--- src/rtl/battle_if.sv ---
// Strobe/status bundle between the battle control FSM (master) and its datapath (slave).
interface battle_if;
    logic       load_ai_hp;
    logic [7:0] ai_hp_init;
    logic       apply_ai_damage;
    logic       apply_p_damage;
    logic       active_trainer;
    logic       target;
    logic       p_heal;
    logic       catch;
    logic       catch_fail;
    logic       caught;
    logic [1:0] p_move;

    logic [7:0] p_hp;
    logic [7:0] ai_hp;
    logic       p_dead;
    logic       ai_dead;
    logic       catch_success;
    logic [1:0] heals_left;
    logic [7:0] last_dmg;
    logic       crit;
    logic       ctl_error;

    modport master (
        output load_ai_hp, ai_hp_init, apply_ai_damage, apply_p_damage, active_trainer,
               target, p_heal, catch, catch_fail, caught, p_move,
        input  p_hp, ai_hp, p_dead, ai_dead, catch_success, heals_left, last_dmg, crit,
               ctl_error
    );

    modport slave (
        input  load_ai_hp, ai_hp_init, apply_ai_damage, apply_p_damage, active_trainer,
               target, p_heal, catch, catch_fail, caught, p_move,
        output p_hp, ai_hp, p_dead, ai_dead, catch_success, heals_left, last_dmg, crit,
               ctl_error
    );
endinterface

--- src/rtl/battle_datapath.sv ---
// Battle datapath: HP registers, LFSR-driven damage/crit, heals, catch odds and protocol checks.
// All updates commit on the edge that ends the FSM's one-cycle strobe.
module battle_datapath #(
    parameter int unsigned P_MAX_HP    = 100,
    parameter int unsigned AI_MAX_HP   = 100,
    parameter int unsigned HEAL_AMT    = 20,
    parameter int unsigned HEAL_LIMIT  = 3,
    parameter int unsigned CATCH_BONUS = 16,
    parameter logic [7:0]  LFSR_SEED   = 8'hA5
) (
    input logic     clk,
    input logic     reset_n,
    battle_if.slave bus
);
    localparam logic [7:0] PMax      = 8'(P_MAX_HP);
    localparam logic [7:0] AiMax     = 8'(AI_MAX_HP);
    localparam logic [8:0] HealAmt   = 9'(HEAL_AMT);
    localparam logic [1:0] HealLimit = 2'(HEAL_LIMIT);
    localparam logic [9:0] Bonus     = 10'(CATCH_BONUS);

    logic [7:0] r_lfsr;
    logic [7:0] r_p_hp;
    logic [7:0] r_ai_hp;
    logic [1:0] r_heals;
    logic [2:0] r_fail_cnt;
    logic       r_frozen;
    logic [7:0] r_last_dmg;
    logic       r_crit;
    logic       r_ctl_error;

    logic       w_fb;
    logic [7:0] w_lfsr_next;
    logic [7:0] w_base;
    logic       w_crit;
    logic [7:0] w_p_dmg;
    logic [7:0] w_ai_dmg;
    logic [8:0] w_heal_sum;
    logic [7:0] w_heal_hp;
    logic [7:0] w_gap;
    logic [9:0] w_thr;
    logic [7:0] w_thr_sat;
    logic [2:0] w_n_strobes;
    logic       w_multi;
    logic       w_role_err;

    assign w_fb        = r_lfsr[7] ^ r_lfsr[5] ^ r_lfsr[4] ^ r_lfsr[3];
    assign w_lfsr_next = {r_lfsr[6:0], w_fb};

    always_comb begin
        w_base = 8'd8;
        unique case (bus.p_move)
            2'd0: w_base = 8'd8;
            2'd1: w_base = 8'd12;
            2'd2: w_base = 8'd16;
            2'd3: w_base = 8'd20;
            default: w_base = 8'd8;
        endcase
    end

    assign w_crit     = (r_lfsr[1:0] == 2'b11);
    assign w_p_dmg    = w_crit ? {w_base[6:0], 1'b0} : w_base;
    assign w_ai_dmg   = 8'd6 + {4'b0000, r_lfsr[3:0]};
    assign w_heal_sum = {1'b0, r_p_hp} + HealAmt;
    assign w_heal_hp  = (w_heal_sum > {1'b0, PMax}) ? PMax : w_heal_sum[7:0];

    // An AI loaded above its max HP counts as undamaged rather than wrapping the gap.
    assign w_gap     = (r_ai_hp >= AiMax) ? 8'd0 : (AiMax - r_ai_hp);
    assign w_thr     = {2'b00, w_gap} + ({7'b0, r_fail_cnt} * Bonus);
    assign w_thr_sat = (w_thr > 10'd255) ? 8'hFF : w_thr[7:0];

    assign w_n_strobes = {2'b00, bus.load_ai_hp} + {2'b00, bus.apply_ai_damage}
                       + {2'b00, bus.apply_p_damage} + {2'b00, bus.p_heal};
    assign w_multi     = (w_n_strobes > 3'd1);
    assign w_role_err  = (bus.apply_ai_damage && !(!bus.active_trainer && bus.target))
                       || (bus.apply_p_damage && !(bus.active_trainer && !bus.target));

    always_ff @(posedge clk) begin
        if (!reset_n) begin
            r_lfsr      <= LFSR_SEED;
            r_p_hp      <= PMax;
            r_ai_hp     <= AiMax;
            r_heals     <= HealLimit;
            r_fail_cnt  <= 3'd0;
            r_frozen    <= 1'b0;
            r_last_dmg  <= 8'd0;
            r_crit      <= 1'b0;
            r_ctl_error <= 1'b0;
        end else begin
            r_lfsr <= w_lfsr_next;
            if (w_multi || w_role_err) begin
                r_ctl_error <= 1'b1;
            end
            if (bus.caught) begin
                r_frozen <= 1'b1;
            end
            if (bus.catch_fail && !r_frozen && (r_fail_cnt != 3'd7)) begin
                r_fail_cnt <= r_fail_cnt + 3'd1;
            end
            // load_ai_hp is placed last in priority order so it overrides caught/catch_fail.
            if (bus.load_ai_hp) begin
                r_ai_hp    <= (bus.ai_hp_init == 8'd0) ? AiMax : bus.ai_hp_init;
                r_fail_cnt <= 3'd0;
                r_frozen   <= 1'b0;
            end else if (bus.apply_ai_damage) begin
                if (!r_frozen) begin
                    r_ai_hp    <= (r_ai_hp > w_p_dmg) ? (r_ai_hp - w_p_dmg) : 8'd0;
                    r_last_dmg <= w_p_dmg;
                    r_crit     <= w_crit;
                end
            end else if (bus.apply_p_damage) begin
                if (!r_frozen) begin
                    r_p_hp     <= (r_p_hp > w_ai_dmg) ? (r_p_hp - w_ai_dmg) : 8'd0;
                    r_last_dmg <= w_ai_dmg;
                    r_crit     <= 1'b0;
                end
            end else if (bus.p_heal) begin
                if (!r_frozen && (r_heals != 2'd0)) begin
                    r_p_hp  <= w_heal_hp;
                    r_heals <= r_heals - 2'd1;
                end
            end
        end
    end

    assign bus.p_hp          = r_p_hp;
    assign bus.ai_hp         = r_ai_hp;
    assign bus.p_dead        = (r_p_hp == 8'd0);
    assign bus.ai_dead       = (r_ai_hp == 8'd0);
    assign bus.catch_success = (r_lfsr < w_thr_sat);
    assign bus.heals_left    = r_heals;
    assign bus.last_dmg      = r_last_dmg;
    assign bus.crit          = r_crit;
    assign bus.ctl_error     = r_ctl_error;
endmodule

--- src/flat_wrapper.sv ---
// flat-port wrapper written by rule: the top's interface ports become plain ports
module battle_datapath_flat 
#(
    parameter int unsigned P_MAX_HP    = 100,
    parameter int unsigned AI_MAX_HP   = 100,
    parameter int unsigned HEAL_AMT    = 20,
    parameter int unsigned HEAL_LIMIT  = 3,
    parameter int unsigned CATCH_BONUS = 16,
    parameter logic [7:0]  LFSR_SEED   = 8'hA5
)
  (clk, reset_n, bus_load_ai_hp, bus_ai_hp_init, bus_apply_ai_damage, bus_apply_p_damage, bus_active_trainer, bus_target, bus_p_heal, bus_catch, bus_catch_fail, bus_caught, bus_p_move, bus_p_hp, bus_ai_hp, bus_p_dead, bus_ai_dead, bus_catch_success, bus_heals_left, bus_last_dmg, bus_crit, bus_ctl_error);
  battle_if bus_i ();
  input logic clk;
  input logic reset_n;
  input wire logic [$bits(bus_i.load_ai_hp)-1:0] bus_load_ai_hp;
  input wire logic [$bits(bus_i.ai_hp_init)-1:0] bus_ai_hp_init;
  input wire logic [$bits(bus_i.apply_ai_damage)-1:0] bus_apply_ai_damage;
  input wire logic [$bits(bus_i.apply_p_damage)-1:0] bus_apply_p_damage;
  input wire logic [$bits(bus_i.active_trainer)-1:0] bus_active_trainer;
  input wire logic [$bits(bus_i.target)-1:0] bus_target;
  input wire logic [$bits(bus_i.p_heal)-1:0] bus_p_heal;
  input wire logic [$bits(bus_i.catch)-1:0] bus_catch;
  input wire logic [$bits(bus_i.catch_fail)-1:0] bus_catch_fail;
  input wire logic [$bits(bus_i.caught)-1:0] bus_caught;
  input wire logic [$bits(bus_i.p_move)-1:0] bus_p_move;
  output wire logic [$bits(bus_i.p_hp)-1:0] bus_p_hp;
  output wire logic [$bits(bus_i.ai_hp)-1:0] bus_ai_hp;
  output wire logic [$bits(bus_i.p_dead)-1:0] bus_p_dead;
  output wire logic [$bits(bus_i.ai_dead)-1:0] bus_ai_dead;
  output wire logic [$bits(bus_i.catch_success)-1:0] bus_catch_success;
  output wire logic [$bits(bus_i.heals_left)-1:0] bus_heals_left;
  output wire logic [$bits(bus_i.last_dmg)-1:0] bus_last_dmg;
  output wire logic [$bits(bus_i.crit)-1:0] bus_crit;
  output wire logic [$bits(bus_i.ctl_error)-1:0] bus_ctl_error;
  assign bus_i.load_ai_hp = bus_load_ai_hp;
  assign bus_i.ai_hp_init = bus_ai_hp_init;
  assign bus_i.apply_ai_damage = bus_apply_ai_damage;
  assign bus_i.apply_p_damage = bus_apply_p_damage;
  assign bus_i.active_trainer = bus_active_trainer;
  assign bus_i.target = bus_target;
  assign bus_i.p_heal = bus_p_heal;
  assign bus_i.catch = bus_catch;
  assign bus_i.catch_fail = bus_catch_fail;
  assign bus_i.caught = bus_caught;
  assign bus_i.p_move = bus_p_move;
  assign bus_p_hp = bus_i.p_hp;
  assign bus_ai_hp = bus_i.ai_hp;
  assign bus_p_dead = bus_i.p_dead;
  assign bus_ai_dead = bus_i.ai_dead;
  assign bus_catch_success = bus_i.catch_success;
  assign bus_heals_left = bus_i.heals_left;
  assign bus_last_dmg = bus_i.last_dmg;
  assign bus_crit = bus_i.crit;
  assign bus_ctl_error = bus_i.ctl_error;
  battle_datapath #(.P_MAX_HP(P_MAX_HP), .AI_MAX_HP(AI_MAX_HP), .HEAL_AMT(HEAL_AMT), .HEAL_LIMIT(HEAL_LIMIT), .CATCH_BONUS(CATCH_BONUS), .LFSR_SEED(LFSR_SEED)) u_core (.clk(clk), .reset_n(reset_n), .bus(bus_i));
endmodule
--- config.mk ---
export PLATFORM = sky130hd
export DESIGN_NAME = battle_datapath_flat
export DESIGN_NICKNAME = d
export VERILOG_FILES = /design/src/rtl/battle_if.sv /design/src/rtl/battle_datapath.sv /design/src/flat_wrapper.sv
export SDC_FILE = /design/constraint.sdc
export NUM_CORES = 1
export LEC_CHECK = 0
export BUFFER_PORTS_ARGS = -buffer_cell sky130_fd_sc_hd__clkbuf_2
export CORE_MARGIN = 2
export CORE_UTILIZATION = 42
export CTS_BUF_LIST = sky130_fd_sc_hd__clkbuf_8 sky130_fd_sc_hd__clkbuf_16
export CTS_CLUSTER_DIAMETER = 120
export CTS_CLUSTER_SIZE = 16
export DETAILED_ROUTE_END_ITERATION = 6
export GPL_TIMING_DRIVEN = 0
export PLACE_DENSITY = 0.6
export SLEW_MARGIN = 20
export SYNTH_ARGS = -nofsm -noshare
export SYNTH_HDL_FRONTEND = slang
export SYNTH_SLANG_ARGS = --single-unit
export TNS_END_PERCENT = 100
--- constraint.sdc ---
create_clock -name clk -period 6.75 [get_ports clk]
set_clock_uncertainty 0.15 [all_clocks]
set_input_delay 1.35 -clock clk [delete_from_list [all_inputs] [get_ports clk]]
set_output_delay 1.35 -clock clk [all_outputs]
set_load 0.005 [all_outputs]
### Yosys cells after proc, flatten, opt, wreduce, memory -nomap -nowiden

Cells that the tools add are included.

| operators by class | value |
|---|---|
| add/subtract/negate cells | 11 |
| multipliers | 0 |
| divide/modulo/power cells | 0 |
| $lt $le $gt $ge | 7 |
| equal/unequal tests | 7 |
| shift-type cells | 0 |
| multiplexer cells | 23 |
| bitwise operators | 8 |
| reductions and logical operators | 28 |

Operators by type and width:

| cell | count |
|---|---|
| 8-bit 2-to-1 mux | 18 |
| 8-bit one-hot mux with 4 select lines | 1 |
| 8-bit zero test | 3 |
| 8-bit greater-than comparator | 2 |
| 8-bit subtractor | 2 |
| 10-bit by 8-bit greater-than comparator with 1-bit output, second input constant | 1 |
| 5-bit AND reduction | 2 |
| 2-bit nonzero test | 5 |
| 8-bit by 5-bit adder with 9-bit output, second input constant | 1 |
| 8-bit by 7-bit adder with 9-bit output | 1 |
| 9-bit by 7-bit greater-than comparator with 1-bit output, second input constant | 1 |
| 8-bit by 7-bit >= comparator with 1-bit output, second input constant | 1 |
| 8-bit < comparator | 1 |
| 7-bit by 8-bit subtractor with 8-bit output, first input constant | 1 |
| 1-bit logical AND | 7 |
| 3-bit by 1-bit adder with 3-bit output | 2 |
| 2-bit == test, second input constant | 3 |
| 3-bit by 4-bit adder with 5-bit output, first input constant | 1 |
| 1-bit zero test | 5 |
| 1-bit NOT | 5 |
| 1-bit 2-to-1 mux | 4 |
| 2-bit inequality test, second input constant | 2 |
| 3-bit by 1-bit adder with 3-bit output, second input constant | 1 |
| 3-bit by 1-bit greater-than comparator with 1-bit output, second input constant | 1 |
| other kinds (10) | 13 |

| storage, ports and cells | value |
|---|---|
| bits in registers | 40 |
| bits in latches | 0 |
| bits in writable memories | 0 |
| memory bits (read-only) | 0 |
| bits of input ports | 21 |
| memories | 0 |

### Logic depth before layout (Yosys ltp)

| logic depth | value |
|---|---|
| word-level depth | 8 |
| depth in mapped cells | 13 |

### Worst setup path before layout

No wires, ideal clock.

| timing | value |
|---|---|
| path kind | register to output |
| from | reg u_core.r_ai_hp[0] (netlist: u_core.bus.ai_hp[0]) |
| to | out bus_catch_success |
| arrival time | 2.567 ns |
| setup slack | 2.683 ns |
| stages on the path, launching flop included | 12 |
| cell sequence | dfxtp_1 inv_1 ha_1 nor2_1 o21ai_0 and3_1 ha_1 fa_1 xnor2_1 ha_1 a2111oi_0 a21o_1 |

| on the way | value |
|---|---|
| word-level cells in the longest chain between the ends | 6 |
| elaborated cells on any way between the ends | 7 |

Ends and longest elaborated chain:

| item | line | source |
|---|---|---|
| start, declared | battle_datapath.sv:23 | `logic [7:0] r_ai_hp;` |
| start signal, assigned | battle_datapath.sv:81 | `r_ai_hp <= AiMax;` |
| start signal, assigned | battle_datapath.sv:101 | `r_ai_hp <= (bus.ai_hp_init == 8'd0) ? AiMax : bus.ai_hp_init;` |
| start signal, assigned | battle_datapath.sv:106 | `r_ai_hp <= (r_ai_hp > w_p_dmg) ? (r_ai_hp - w_p_dmg) : 8'd0;` |
| 7-bit by 8-bit subtractor with 8-bit output or 8-bit by 7-bit >= comparator with 1-bit output (tied branches) | battle_datapath.sv:67 | `assign w_gap = (r_ai_hp >= AiMax) ? 8'd0 : (AiMax - r_ai_hp);` |
| 8-bit 2-to-1 mux (*) | battle_datapath.sv:67 |  |
| 8-bit by 7-bit adder with 9-bit output (*) | battle_datapath.sv:68 | `assign w_thr = {2'b00, w_gap} + ({7'b0, r_fail_cnt} * Bonus);` |
| 10-bit by 8-bit greater-than comparator with 1-bit output | battle_datapath.sv:69 | `assign w_thr_sat = (w_thr > 10'd255) ? 8'hFF : w_thr[7:0];` |
| 8-bit 2-to-1 mux (*) | battle_datapath.sv:69 |  |
| 8-bit < comparator (*) | battle_datapath.sv:129 | `assign bus.catch_success = (r_lfsr < w_thr_sat);` |
| end, declared | flat_wrapper.sv:30 | `output wire logic [$bits(bus_i.catch_success)-1:0] bus_catch_success;` |

Mark *: on every way between the ends. The rest lies on a longest branch, timed or not.

### Worst setup path after layout

Ends and elaborated chain as after synthesis.

==> impl_metrics.yaml <==
outcome:
  outcome: "completed"
critical_path:
  cp_max_fo: 5
  worstPathArrival_ps: 3250
  cp.depth: 12
  crit_type: "flip-flop to output port"
  r2r_cells: 10
  crit_path_end_kind: "output port"
  critical_path.max_stage_delay_ps: 420
  crit_chain: "inv_1, ha_1, nor2_1, o21ai_0, and3_1, ha_1, fa_1, xnor2_1, ha_1, a2111oi_0, a21o_1, clkbuf_2"
  worstSetupStartpointType: "flip-flop"
  cp.buffers_inverters: 2
  slowest_stage: "a2111oi_0"
  crit_family: "adder cells"
  required_ps: 5250
  critPathMostFrequentCell: "ha_1"
yosys:
  synth_edf_count: 0
  seq_area_frac_synth_pct: 26.37
  synth_seq_cells: 38
  netlist_instances: 355
  synth_compound_area_share_pct: 23.55
  ys_types: 65
  synth_top_family_by_area: "simple AND/OR/NAND/NOR gates"
  synth_xor_area_share_pct: 3.946
  synthArstFlopShare_pct: 0
  ys.flop_type: "dfxtp_1"
  synthSimpleGateAreaFrac_pct: 24.41
  synthAdderAreaFrac_pct: 15.09
  syn_area_sq_um: 2885
  ys_warn_count: 0
  muxShareOfSynthArea_pct: 0.6938
  synth.avg_cell_area_sq_um: 8.128
sta:
  final_max_slew_viol_count: 0
  final.setup.tns_ps: 0
  whs_ps: 316.6
  hold_viol: 0
  setup_viol: 0
  rsz0062_at_grt: "false"
  fin_crit_ps: 4746
  clock.fmax_ghz: 0.2107
  fin_crit_sh_pct: 70.31
  slew_headroom_pct: 54.18
  worstMarginPinSlew_ps: 680.0
detailed_routing:
  drt-initial-drc-count: 89
  drc_errors: 0
  wirelength_mm: 7.318
  dr.pass1.iters: 4
  vias: 2689
  antenna_left: 0
  vias_per_cell: 5.499
  wire_per_inst_um: 14.97
floorplan:
  dieArea_sq_um: 7549
  top_level_ports: 52
  initial_core_util_pct: 42.94
  fp.dieW_um: 86.89
  die_h_um: 86.89
  row_count: 30
  core_sq_um: 6719
finish:
  mostFrequentLayoutCell: "clkbuf_2"
  drive_above_1_share_pct: 17.60
  area.growth.synth_to_final_pct: 14.61
  final-seq-area_sq_um: 760.7
  design_area_sq_um: 3307
  multiInputGateArea_sq_um: 1961
  nNetsFinal: 464
  layout_common_cells: "47 x clkbuf_2, 38 x dfxtp_1, 30 x ha_1, 29 x nand2_1"
  nFillCells: 706
  antennaDiodeCount: 0
cts:
  path_clk_slew_ps: 80
  h-tree-depth: 2
  cts_resized: 0
  cts_root_buf: "clkbuf_8"
  cts_sinks: 38
  numCtsBuffers: 5
  worstSkewPairLatency_ps: 290
  cts.hold.buffers_added: 0
  cts_buffer_depth: 2
  post-cts-setup-buffer-count: 0
  tritoncts: "built"
pwr:
  p_total_uw: 656.2
  irDropWorstVdd_mv: 0.1020
  clkPwrFrac_pct: 24.3
  p_int_uw: 421.2
  power.net_switching_uw: 235.0
  switching_share_pct: 35.81
  p_leak_nw: 1.516
  pwr_density_cell_nw_per_um2: 198.4
  pwr-share-comb_pct: 35.1
  seqPwrFrac_pct: 40.6
grt:
  grt_overflow: 0
  grt_usage_pct: 20.92
  grt_pass1_vias: 2523
  grt_pass1_wl_mm: 12.52
  antenna_found_initial: 0
  grt_max_degree: 11
placed_design:
  portBuffers: 47
  dpl_cell_area_sq_um: 3224
  place_hpwl_mm: 5.618
  gp_congestion: 0.8283
run:
  cap_violations: 0
hold_path:
  hold_depth: 1
  hold_class: "flip-flop to flip-flop"
==> registers in the layout, summed over array words and instances, names as in the netlist <==
signal and flops:
u_core.bus.last_dmg 6, u_core.r_lfsr 8, u_core.bus.ctl_error 1, u_core.bus.crit 1, u_core.r_fail_cnt 3, u_core.r_frozen 1
u_core.bus.ai_hp 8, u_core.bus.heals_left 2, u_core.bus.p_hp 8
==> metal layers <==
layer  vias to the layer above  GRT usage [%]  wire length (um)
met5                         -              0                 0
met2                        49          33.73              3391
met1                      1251          29.26              3590
met3                         7          3.318               264
li1                       1382              -                 -
met4                         0          5.114                71
==> power by group through the flow <==
| stage | Clock [mW] | Combinational [mW] | Sequential (mW) |
|---|---|---|---|
| 2_1_floorplan | 0 | 0.171 | 0.264 |
| 3_3_place_gp | 0 | 0.227 | 0.270 |
| 3_5_place_dp | 0 | 0.231 | 0.271 |
| 4_1_cts | 0.166 | 0.232 | 0.266 |
| 5_1_grt | 0.175 | 0.265 | 0.269 |
| 6_report | 0.159 | 0.231 | 0.266 |
==> cell usage after synthesis (all sizes together) (6+ instances only) <==
master  instances  area [sq um]
nand2          29         108.9
ha             30         375.4
inv            27         101.4
nor2           27         101.4
nor2b           9         56.30
buf             7         40.03
clkbuf          7         26.28
a21boi          9         67.57
and2            8         51.30
o21ai          29         145.1
xnor2           8         70.07
a21oi          18         105.1
dfxtp          38         760.7
nor4            6         43.79
nor3            6         45.04
nand3          10         50.05
nand2b         11         68.82
==> final cells by class <==
| type | instances | share of cell area [%] |
|---|---|---|
| Tap cell | 80 | 3.027 |
| Buffer | 14 | 2.005 |
| Clock buffer | 6 | 2.497 |
| Inverter | 27 | 3.065 |
| Timing Repair Buffer | 47 | 7.113 |
| Sequential cell | 38 | 23.00 |
| Multi-Input combinational cell | 277 | 59.29 |
==> worst paths after layout <==
check	startpoint	endpoint	slack, ps
setup / recovery	u_core.bus.ai_hp[0]	bus_catch_success	2000
hold / removal	u_core.r_lfsr[6]	u_core.r_lfsr[7]	320
hold reg to reg	u_core.r_lfsr[6]	u_core.r_lfsr[7]	320
setup reg to reg	u_core.r_lfsr[0]	u_core.bus.ai_hp[5]	3790
==> stage by stage <==
step	util, %	worst slack [ps]	std cells
2_1_floorplan	-	2683	356
3_3_place_gp	47.99	2386	483
3_5_place_dp	47.99	2308	483
4_1_cts	49.22	1986	489
5_1_grt	49.22	1766	489
6_report	49.22	2004	489
==> cell families (layout without fill, tap and decap cells) <==
logic type	after synthesis	in the layout
other	1	2
XOR/XNOR	13	13
AND/OR/NAND/NOR	130	130
flip-flops	38	38
buffers and inverters	41	94
multiplexers	2	2
AO/OA/AOI/OAI	97	97
adder cells (fa/ha/maj)	33	33
(Power assumes the default switching activity.)
